[src/rtl/maindec_pkg.sv]
// Shared types and constants for the LEGv8 multi-cycle main decoder.
// Latency: n/a (declarations only).
// Backpressure: n/a (declarations only).
package maindec_pkg;

  // Controller states; one per micro-step of the multi-cycle datapath.
  typedef enum logic [3:0] {
    S_FETCH  = 4'd0,
    S_DECODE = 4'd1,
    S_MEMADR = 4'd2,
    S_MEMRD  = 4'd3,
    S_MEMWB  = 4'd4,
    S_MEMWR  = 4'd5,
    S_EXEC   = 4'd6,
    S_ALUWB  = 4'd7,
    S_BRANCH = 4'd8,
    S_TRAP   = 4'd9
  } state_t;

  // Instruction classes the controller distinguishes.
  typedef enum logic [2:0] {
    OP_LOAD    = 3'd0,
    OP_STORE   = 3'd1,
    OP_CBZ     = 3'd2,
    OP_RTYPE   = 3'd3,
    OP_ILLEGAL = 3'd4
  } op_class_t;

  // Full 11-bit opcodes (instruction bits [31:21]).
  localparam logic [10:0] OPC_LDUR = 11'b111_1100_0010;
  localparam logic [10:0] OPC_STUR = 11'b111_1100_0000;
  localparam logic [10:0] OPC_ADD  = 11'b100_0101_1000;
  localparam logic [10:0] OPC_SUB  = 11'b110_0101_1000;
  localparam logic [10:0] OPC_AND  = 11'b100_0101_0000;
  localparam logic [10:0] OPC_ORR  = 11'b101_0101_0000;

  // CBZ is only 8 bits wide; the low three opcode bits belong to the immediate.
  localparam logic [10:0] OPC_CBZ_VAL  = 11'b101_1010_0000;
  localparam logic [10:0] OPC_CBZ_MASK = 11'b111_1111_1000;

  // ALU control class handed to the ALU decoder.
  localparam logic [1:0] ALUOP_ADD   = 2'b00;
  localparam logic [1:0] ALUOP_PASSB = 2'b01;
  localparam logic [1:0] ALUOP_FUNCT = 2'b10;

  // True when the opcode is one of the register-register ALU instructions.
  function automatic logic is_rtype(input logic [10:0] op);
    return (op == OPC_ADD) || (op == OPC_SUB) || (op == OPC_AND) || (op == OPC_ORR);
  endfunction

endpackage

[src/rtl/op_classify.sv]
// Combinational opcode classifier: Op -> {LOAD, STORE, CBZ, RTYPE, ILLEGAL}.
// Latency: 0 cycles (pure combinational).
// Backpressure: none; output follows input every cycle.
module op_classify
  import maindec_pkg::*;
(
  input  logic [10:0] op,
  output op_class_t   op_class
);

  // Priority order is irrelevant (patterns are disjoint); anything unmatched is illegal.
  always_comb begin
    op_class = OP_ILLEGAL;
    if (op == OPC_LDUR) begin
      op_class = OP_LOAD;
    end else if (op == OPC_STUR) begin
      op_class = OP_STORE;
    end else if ((op & OPC_CBZ_MASK) == OPC_CBZ_VAL) begin
      op_class = OP_CBZ;
    end else if (is_rtype(op)) begin
      op_class = OP_RTYPE;
    end
  end

endmodule

[src/rtl/maindec_mc.sv]
// Multi-cycle LEGv8 main control FSM with memory-ready wait, timeout and retired count.
// Latency: 3 cycles (CBZ), 4 (R-type), 4+wait (STUR), 5+wait (LDUR) per instruction.
// Backpressure: MemRead/MemWrite held until mem_ready or TIMEOUT; ILLEGAL_TRAP_EN selects trap vs NOP.
module maindec_mc
  import maindec_pkg::*;
#(
  parameter int TIMEOUT = 16,
  parameter int CNT_W   = 32
) (
  input  logic             clk,
  input  logic             reset,
  input  logic [10:0]      Op,
  input  logic             Zero,
  input  logic             mem_ready,
  output logic             Reg2Loc,
  output logic             ALUSrc,
  output logic             MemtoReg,
  output logic             RegWrite,
  output logic             MemRead,
  output logic             MemWrite,
  output logic [1:0]       ALUOp,
  output logic             IRWrite,
  output logic             PCWrite,
  output logic             PCSrc,
  output logic             mem_err,
  output logic             trap,
  output logic [CNT_W-1:0] instret
);

  // Counter only needs to reach TIMEOUT-1; a timeout fires in that wait cycle.
  localparam int WAIT_W = (TIMEOUT > 1) ? $clog2(TIMEOUT) : 1;

  state_t            state;
  state_t            state_next;
  op_class_t         op_class;
  logic [WAIT_W-1:0] wait_cnt;
  logic              wait_expired;
  logic              retire;
  logic              timeout_hit;

  op_classify u_op_classify (
    .op       (Op),
    .op_class (op_class)
  );

  // A wait cycle is the last one allowed when the counter has seen TIMEOUT-1 prior waits.
  assign wait_expired = (TIMEOUT > 0) && !mem_ready && (wait_cnt == WAIT_W'(TIMEOUT - 1));

  // State register.
  always_ff @(posedge clk) begin
    if (reset) begin
      state <= S_FETCH;
    end else begin
      state <= state_next;
    end
  end

  // Next-state and per-state control decode; everything is forced low while reset is high.
  always_comb begin
    state_next  = state;
    Reg2Loc     = 1'b0;
    ALUSrc      = 1'b0;
    MemtoReg    = 1'b0;
    RegWrite    = 1'b0;
    MemRead     = 1'b0;
    MemWrite    = 1'b0;
    ALUOp       = ALUOP_ADD;
    IRWrite     = 1'b0;
    PCWrite     = 1'b0;
    PCSrc       = 1'b0;
    retire      = 1'b0;
    timeout_hit = 1'b0;

    case (state)
      S_FETCH: begin
        IRWrite    = 1'b1;
        state_next = S_DECODE;
      end

      S_DECODE: begin
        case (op_class)
          OP_LOAD, OP_STORE: state_next = S_MEMADR;
          OP_RTYPE:          state_next = S_EXEC;
          OP_CBZ:            state_next = S_BRANCH;
          default: begin
`ifdef ILLEGAL_TRAP_EN
            state_next = S_TRAP;
`else
            // Illegal opcode retires as a NOP without counting as an instruction.
            PCWrite    = 1'b1;
            PCSrc      = 1'b0;
            state_next = S_FETCH;
`endif
          end
        endcase
      end

      S_MEMADR: begin
        ALUSrc     = 1'b1;
        ALUOp      = ALUOP_ADD;
        Reg2Loc    = (op_class == OP_STORE);
        state_next = (op_class == OP_STORE) ? S_MEMWR : S_MEMRD;
      end

      S_MEMRD: begin
        MemRead = 1'b1;
        if (mem_ready) begin
          state_next = S_MEMWB;
        end else if (wait_expired) begin
          // Abandon the load: skip write-back and move on to the next instruction.
          PCWrite     = 1'b1;
          PCSrc       = 1'b0;
          timeout_hit = 1'b1;
          state_next  = S_FETCH;
        end
      end

      S_MEMWB: begin
        RegWrite   = 1'b1;
        MemtoReg   = 1'b1;
        PCWrite    = 1'b1;
        retire     = 1'b1;
        state_next = S_FETCH;
      end

      S_MEMWR: begin
        MemWrite = 1'b1;
        Reg2Loc  = 1'b1;
        if (mem_ready) begin
          PCWrite    = 1'b1;
          retire     = 1'b1;
          state_next = S_FETCH;
        end else if (wait_expired) begin
          PCWrite     = 1'b1;
          PCSrc       = 1'b0;
          timeout_hit = 1'b1;
          state_next  = S_FETCH;
        end
      end

      S_EXEC: begin
        ALUOp      = ALUOP_FUNCT;
        ALUSrc     = 1'b0;
        state_next = S_ALUWB;
      end

      S_ALUWB: begin
        RegWrite   = 1'b1;
        PCWrite    = 1'b1;
        retire     = 1'b1;
        state_next = S_FETCH;
      end

      S_BRANCH: begin
        Reg2Loc    = 1'b1;
        ALUOp      = ALUOP_PASSB;
        PCWrite    = 1'b1;
        PCSrc      = Zero;
        retire     = 1'b1;
        state_next = S_FETCH;
      end

      S_TRAP: begin
`ifdef ILLEGAL_TRAP_EN
        // Parked with all writes low until reset.
        state_next = S_TRAP;
`else
        state_next = S_FETCH;
`endif
      end

      default: begin
        state_next = S_FETCH;
      end
    endcase

    if (reset) begin
      Reg2Loc     = 1'b0;
      ALUSrc      = 1'b0;
      MemtoReg    = 1'b0;
      RegWrite    = 1'b0;
      MemRead     = 1'b0;
      MemWrite    = 1'b0;
      ALUOp       = ALUOP_ADD;
      IRWrite     = 1'b0;
      PCWrite     = 1'b0;
      PCSrc       = 1'b0;
      retire      = 1'b0;
      timeout_hit = 1'b0;
    end
  end

  // Wait counter: cleared in MEMADR (sole entry to MEMRD/MEMWR), counts cycles without mem_ready.
  always_ff @(posedge clk) begin
    if (reset) begin
      wait_cnt <= '0;
    end else if (state == S_MEMADR) begin
      wait_cnt <= '0;
    end else if ((TIMEOUT > 0) && !mem_ready && ((state == S_MEMRD) || (state == S_MEMWR))) begin
      wait_cnt <= wait_cnt + WAIT_W'(1);
    end
  end

  // Retired-instruction counter; wraps naturally at 2^CNT_W.
  always_ff @(posedge clk) begin
    if (reset) begin
      instret <= '0;
    end else if (retire) begin
      instret <= instret + CNT_W'(1);
    end
  end

  // Sticky memory-timeout flag.
  always_ff @(posedge clk) begin
    if (reset) begin
      mem_err <= 1'b0;
    end else if (timeout_hit) begin
      mem_err <= 1'b1;
    end
  end

`ifdef ILLEGAL_TRAP_EN
  // Sticky trap flag, raised on the same edge that enters TRAP.
  always_ff @(posedge clk) begin
    if (reset) begin
      trap <= 1'b0;
    end else if ((state == S_DECODE) && (op_class == OP_ILLEGAL)) begin
      trap <= 1'b1;
    end
  end
`else
  assign trap = 1'b0;
`endif

endmodule

[config.mk]
export PLATFORM = sky130hd
export DESIGN_NAME = maindec_mc
export DESIGN_NICKNAME = d
export VERILOG_FILES = /design/src/rtl/maindec_pkg.sv /design/src/rtl/op_classify.sv /design/src/rtl/maindec_mc.sv
export SDC_FILE = /design/constraint.sdc
export NUM_CORES = 1
export LEC_CHECK = 0
export CORE_AREA = 2 2 75 77
export CTS_BUF_LIST = sky130_fd_sc_hd__clkbuf_8
export DETAILED_ROUTE_END_ITERATION = 8
export DIE_AREA = 0 0 77 79
export GPL_TIMING_DRIVEN = 1
export PLACE_DENSITY = 0.72
export SYNTH_ARGS = -nofsm -noshare
export SYNTH_HDL_FRONTEND = slang
export SYNTH_SLANG_ARGS = --single-unit
[constraint.sdc]
create_clock -name clk -period 4 [get_ports clk]
set_clock_uncertainty 0.05 [all_clocks]
set_input_delay 0.8 -clock clk [delete_from_list [all_inputs] [get_ports clk]]
set_output_delay 0.8 -clock clk [all_outputs]
set_load 0.02 [all_outputs]
Word level (Yosys, flattened, before mapping)
Cells that the tools add are included.
- word-level logic and storage cells: 80
- output and inout port bits: 45
- memories kept: 0
- register bits after elaboration: 41
- latch bits: 0
- input bits: 15
- ROM bits: 0
- RAM bits: 0
- equal/unequal tests: 19
- $add $sub $neg: 2
- mux-type cells: 39
- bitwise gates (word level): 0
- div/mod/pow operators: 0
- shift operators: 0
- reduce and logical (&&, ||, !) cells: 16
- multiply operators: 0
- $lt $le $gt $ge: 0
- operators by type and width (operator ; count):
    $eq A11 B11 Y1 const B ; 6
    $add A32 B1 Y32 const B ; 1
    $mux W1 ; 24
    $pmux W4 S6 ; 1
    $eq A4 B3 Y1 const B ; 4
    $mux W3 ; 5
    $mux W4 ; 3
    $pmux W4 S3 ; 1
    $reduce_or A2 Y1 ; 5
    $eq A4 B2 Y1 const B ; 2
    $eq A4 B4 Y1 const B ; 2
    $eq A8 B8 Y1 const B ; 1
    $eq A3 B2 Y1 const B ; 2
    $add A4 B1 Y4 const B ; 1
    $eq A4 B1 Y1 const B ; 1
    $logic_not A4 Y1 ; 1
    $logic_or A1 B1 Y1 ; 4
    $pmux W1 S2 ; 2
    $pmux W1 S4 ; 1
    $pmux W2 S2 ; 1
    $reduce_or A4 Y1 ; 1
    $eq A3 B1 Y1 const B ; 1
    $logic_not A3 Y1 ; 1
    $reduce_or A3 Y1 ; 1
    other kinds (3) ; 4

Longest topological paths before layout
- depth in word-level cells: 13
- mapped depth: 8
- depth with buffers taken out: 6

Cells and area by module
From an unflattened synthesis, not the netlist that was laid out.
- cell total of the unflattened synthesis: 306
- area, all modules: 2374.8 um2
- modules (own cells, without submodules) (module ; cells an instance ; area an instance (um2) ; instances):
    maindec_mc ; 291 ; 2263.4 ; 1
    op_classify ; 15 ; 111.4 ; 1

Worst setup path after synthesis
OpenSTA, ideal clock, no wires.
- path kind: input port to output port
- start: input port Op[0]
- end: output port Reg2Loc
- arrival: 2233 ps
- buffers on the path: 0
- setup slack: 917 ps
- stages on the path: 4
- cells stage by stage: or4_1 -> or3_1 -> o22a_1 -> nor2_1
- longest elaborated chain between the ends: 11
- ends and longest elaborated chain (what ; RTL line ; source):
    from (decl) ; maindec_mc.sv:12 ; input logic [10:0] Op,
    $eq A11 B11 Y1 ; maindec_pkg.sv:48 ; return (op == OPC_ADD) || (op == OPC_SUB) || (op == OPC_AND) || (op == OPC_ORR);
    $logic_or A1 B1 Y1 (3 in a row) ; maindec_pkg.sv:48 ;
    $mux W3 ; op_classify.sv:20 ; end else if (is_rtype(op)) begin
    $mux W3 ; op_classify.sv:18 ; end else if ((op & OPC_CBZ_MASK) == OPC_CBZ_VAL) begin
    $mux W3 ; op_classify.sv:16 ; end else if (op == OPC_STUR) begin
    $mux W3 (*) ; op_classify.sv:14 ; if (op == OPC_LDUR) begin
    $eq A3 B1 Y1 (*) ; maindec_mc.sv:101 ; Reg2Loc = (op_class == OP_STORE);
    $pmux W1 S2 (*) ; maindec_mc.sv:74 ; case (state)
    $mux W1 (*) ; maindec_mc.sv:177 ; if (reset) begin
    to (decl) ; maindec_mc.sv:15 ; output logic Reg2Loc,
Every way passes the cells marked *; elsewhere a longest branch is shown, timed or not.

Worst setup path in the final report
- start: input port Op[6]
- end: output port PCWrite
- longest elaborated chain between the ends: 13
- ends and longest elaborated chain (what ; RTL line ; source):
    $eq A11 B11 Y1 ; maindec_pkg.sv:48 ;
    $logic_or A1 B1 Y1 (3 in a row) ; maindec_pkg.sv:48 ;
    $mux W3 ; op_classify.sv:20 ;
    $mux W3 ; op_classify.sv:18 ;
    $mux W3 ; op_classify.sv:16 ;
    $mux W3 (*) ; op_classify.sv:14 ;
    $eq A3 B1 Y1, or another cell as far along ; maindec_mc.sv:81 ; case (op_class)
    $reduce_or A4 Y1 (no line) (*) ; -- ;
    $mux W1 (*) ; maindec_mc.sv:81 ;
    $pmux W1 S4 (*) ; maindec_mc.sv:74 ;
    $mux W1 (*) ; maindec_mc.sv:177 ;
    to (decl) ; maindec_mc.sv:23 ; output logic PCWrite,
Marked as above.

==> results.md <==
* Worst r2r path cells at 5
* NumNets Final at 348
* Power density over the cells at 233 nW/um2
* Total of warnings raised by yosys at 0
* Reg-to-reg slack, setup at 1.50 ns
* Via-per-instance ratio at around 5.3
* Maximum vdd drop at 0.130 mV
* Ant. Diodes at 0
* Starting utilization of the core area at 0.426
* Last weighted congestion value of the routability-driven placer at 0.886
* Post-layout min period at 3.84 ns
* Maximum operating frequency at roughly 260 MHz
* Commonest non-fill, non-tap cell in the layout: sky130_fd_sc_hd__clkdlybuf4s50_1
* H-Tree Level Count at 2
* Cell Chain, Critical Path: clkdlybuf4s50_1 > nand2_1 > or4_1 > or3_1 > or3b_2 > a31oi_1 > clkdlybuf4s50_1
* Worst R2R End: instret[28]$_SDFFE_PP0P_
* GR Overflow Total at 0
* Proportion of layout cells with a drive suffix above 1 at 0.0723
* Floorplan core area at 5340 um2
* Final non-filler cell area at 3000 um2
* Die Height at 79 um
* Post-Synthesis Net Count at 291
* Worst R2R Start: state[2]$_SDFF_PP0_
* DRC viols at 0
* Slew @ Worst Pin at 0.908 ns
* Root buffer cell: sky130_fd_sc_hd__clkbuf_8
* Number of clock sinks at 41
* Tcrit/Tclk final at 0.960
* Filler Cells Inserted at 531
* Number of buffers added by the clock tree synthesis step at 5
* Setup slack of the critical path after layout at roughly 0.16 ns
* Routed via count at 2161
* Mapped cell area at 2270 um2
* Setup Buffers After CTS at 0
* Type of the setup path with the least slack: in2out
* Relative area change from synthesis to final layout at 31.9%
* Initial antenna violation count at 0
* Min-Delay Startpoint: mem_err$_SDFFE_PP0P_
* Cell type with the largest total area after synthesis: sky130_fd_sc_hd__dfxtp_1
* Total negative slack at 0 ns
* Startpoint type of the worst setup path: input port
* WP data arrival at about 3 ns
* Most Frequent Cell on Critical Path: sky130_fd_sc_hd__clkdlybuf4s50_1
* Internal power at 549 uW
* Setup violators final at 0
* Full die area at 6080 um2
* WHS Path Cells at 2
* Dpl cell area at 2920 um2
* Pin count of the biggest net entering global routing at 29
* Iteration count of the initial detailed-routing pass at 4
* Highest net fanout along the worst path at 4
* Area occupied by multi-input gates at around 1400 um2
* Wire length of the first global-routing pass at 8.50 mm
* Top library cells by usage in the layout, fill and taps aside: sky130_fd_sc_hd__clkdlybuf4s50_1, sky130_fd_sc_hd__dfxtp_1, sky130_fd_sc_hd__nor2_1, sky130_fd_sc_hd__nand2_1, sky130_fd_sc_hd__xor2_1
* Sequential cell fraction of total power at 0.586
* Minimum setup slack after placement at 0.0608 ns
* Global-route usage over all layers at 0.169
* Area fraction of the dominant cell type after synthesis at 0.361
* Result of the run: finished clean
* Sequential cell area at about 820 um2
* Layout Utilization at 0.562
* CP required at roughly 3.2 ns
* Sw Ratio at 0.214
* Delay of the slowest cell on the worst path at 0.54 ns
* Latest clock arrival within the worst-skew pair at 0.28 ns
* Synth cell types at 54
* Wire length per cell at between 10 and 15 um
* Count of nets left with antenna violations after detail routing at 0
* Top cells by area, synth: sky130_fd_sc_hd__dfxtp_1, sky130_fd_sc_hd__xor2_1, sky130_fd_sc_hd__nor2_1
* Instance count of the mapped netlist at between 200 and 300
* Sequential-to-total area share from yosys stat at 0.361
* Proportion of register bits with asynchronous set or reset after synthesis at 0
* Sink of the worst hold path: mem_err$_SDFFE_PP0P_
* Number of buffers between clock root and the deepest sink at 2
* Worst relative slew slack at 0.386
* Most used flip-flop cell after synthesis: sky130_fd_sc_hd__dfxtp_1
* Unrepaired setup endpoints after global routing: false
* Number of hold buffers added after cts at 0
* Clock-pin transition on the worst setup and hold timing paths at 0.07 ns
* Number of max-cap violations at 0
* Width of the die at around 77 um
* Vias in the first global route at about 1900
* Share of power burned in the clock network at 0.347
* I/O Buffers at 58
* Share of total power in combinational logic at 0.067
* Synthesized flop and latch total at 41
* Net switching power at 150 uW
* Worst Setup SP: Op[6]
* Post-DP HPWL at ~3.8 mm
* WL final at 5.10 mm
* Number of endpoints with negative hold slack in the final report at 0
* TritonCTS clock tree: built
* Setup crit end kind: primary output
* Final Max Tran Viols at 0
* Count of standard-cell rows at 27
* Highest-delay cell along the critical path: sky130_fd_sc_hd__clkdlybuf4s50_1
* Standby leakage power at 0.00102 uW
* Boundary Pins at 60
* Post-synth EDFFs at 0
* First DRT Iteration DRCs at 105
* Mean cell area of the mapped netlist at around 8.3 um2
* Path category of the worst min-delay check: reg2reg
## worst max-delay path: cells and delay by family
kind / cells / cell delay, ns
AO/OA/AOI/OAI: 1 / 0.08
buffers and inverters: 2 / 1.02
AND/OR/NAND/NOR: 4 / 1.09
## through the flow
| step | hold slack [ns] | std cells | total power (uW) |
|---|---|---|---|
| 3_3_place_gp | 0.422 | 396 | 465 |
| 4_1_cts | 0.447 | 404 | 709 |
| 5_1_grt | 0.476 | 404 | 733 |
| 2_1_floorplan | 0.421 | 274 | 443 |
| 6_report | 0.440 | 404 | 699 |
| 3_5_place_dp | 0.414 | 396 | 466 |
## sequential cells by signal, indices dropped and copies added (netlist names)
signal    count
wait_cnt      4
state         4
mem_err       1
instret      32
## final cells by class
type / count / area share
inverter: 5 / 0.00626
timing repair buffer: 63 / 0.207
clock buffer: 5 / 0.0229
multi-input combinational: 215 / 0.456
tap: 72 / 0.0300
sequential: 41 / 0.274
clock inverter: 3 / 0.00375
## per-layer routing
| metal | vias up | track usage | part of all wire |
|---|---|---|---|
| met1 | 1000 | 0.209 | 0.47 |
| met2 | 59 | 0.292 | 0.47 |
| met5 | - | 0 | 0 |
| met4 | 0 | 0.0607 | 0.012 |
| met3 | 5 | 0.0375 | 0.044 |
| li1 | 1097 | - | - |
## cells in the mapped netlist, types with 2 or more instances
cell                       count
sky130_fd_sc_hd__o21ba_2       4
sky130_fd_sc_hd__o21ai_0       9
sky130_fd_sc_hd__mux2i_1       2
sky130_fd_sc_hd__and4_1        3
sky130_fd_sc_hd__dfxtp_1      41
sky130_fd_sc_hd__ha_1          2
sky130_fd_sc_hd__nand2_1      26
sky130_fd_sc_hd__nand3_1       9
sky130_fd_sc_hd__nand3b_1      2
sky130_fd_sc_hd__nand2b_1      3
sky130_fd_sc_hd__nor3_1        7
sky130_fd_sc_hd__or3_1         8
sky130_fd_sc_hd__and3_1        5
sky130_fd_sc_hd__nand4b_1      2
sky130_fd_sc_hd__nor4bb_1      2
sky130_fd_sc_hd__nor4_1        3
sky130_fd_sc_hd__xor2_1       17
sky130_fd_sc_hd__or4_1         3
sky130_fd_sc_hd__inv_1         5
sky130_fd_sc_hd__buf_6         2
sky130_fd_sc_hd__nor2b_1       2
sky130_fd_sc_hd__a31oi_1       2
sky130_fd_sc_hd__and2_1        2
sky130_fd_sc_hd__o21a_1        3
sky130_fd_sc_hd__nor2_1       39
sky130_fd_sc_hd__xnor2_1       8
sky130_fd_sc_hd__o22a_1        2
sky130_fd_sc_hd__buf_4         3
sky130_fd_sc_hd__nand4_1      15
sky130_fd_sc_hd__a21oi_1      10
sky130_fd_sc_hd__o31ai_1       3
sky130_fd_sc_hd__clkbuf_1      6
sky130_fd_sc_hd__buf_2         2
sky130_fd_sc_hd__or2_2         2
## power groups by stage
stage	clock (uW)	sequential (uW)	combinational, uW
final	242	409	47.0
after global routing	272	409	51.7
after CTS	253	409	47.4
after detailed placement	0	419	47.2
after global placement	0	419	46.8
after floorplan	0	419	23.6
## worst max path at each step
stage	slack, ns	cells past startpoint	endpoint
2_1_floorplan	0.92	4	Reg2Loc
3_3_place_gp	0.08	7	Reg2Loc
3_5_place_dp	0.06	7	Reg2Loc
4_1_cts	0.05	7	Reg2Loc
5_1_grt	0.05	7	PCWrite
6_report	0.16	7	PCWrite
## repair_timing
item                       CTS  global route
setup endpoints to repair    0             1
gates resized for setup      0             1
hold endpoints to repair     0             0
## logic make-up after synthesis
kind of cell,Yosys count,share of synthesized area
other cells,1,0.00165
simple gates,143,0.347
compound gates,41,0.127
flops,41,0.361
mux,3,0.0138
buf+inv,18,0.0424
xor+xnor,25,0.0963
fa+ha+maj,2,0.0110
No activity file was read; power rests on OpenSTA's default activity.
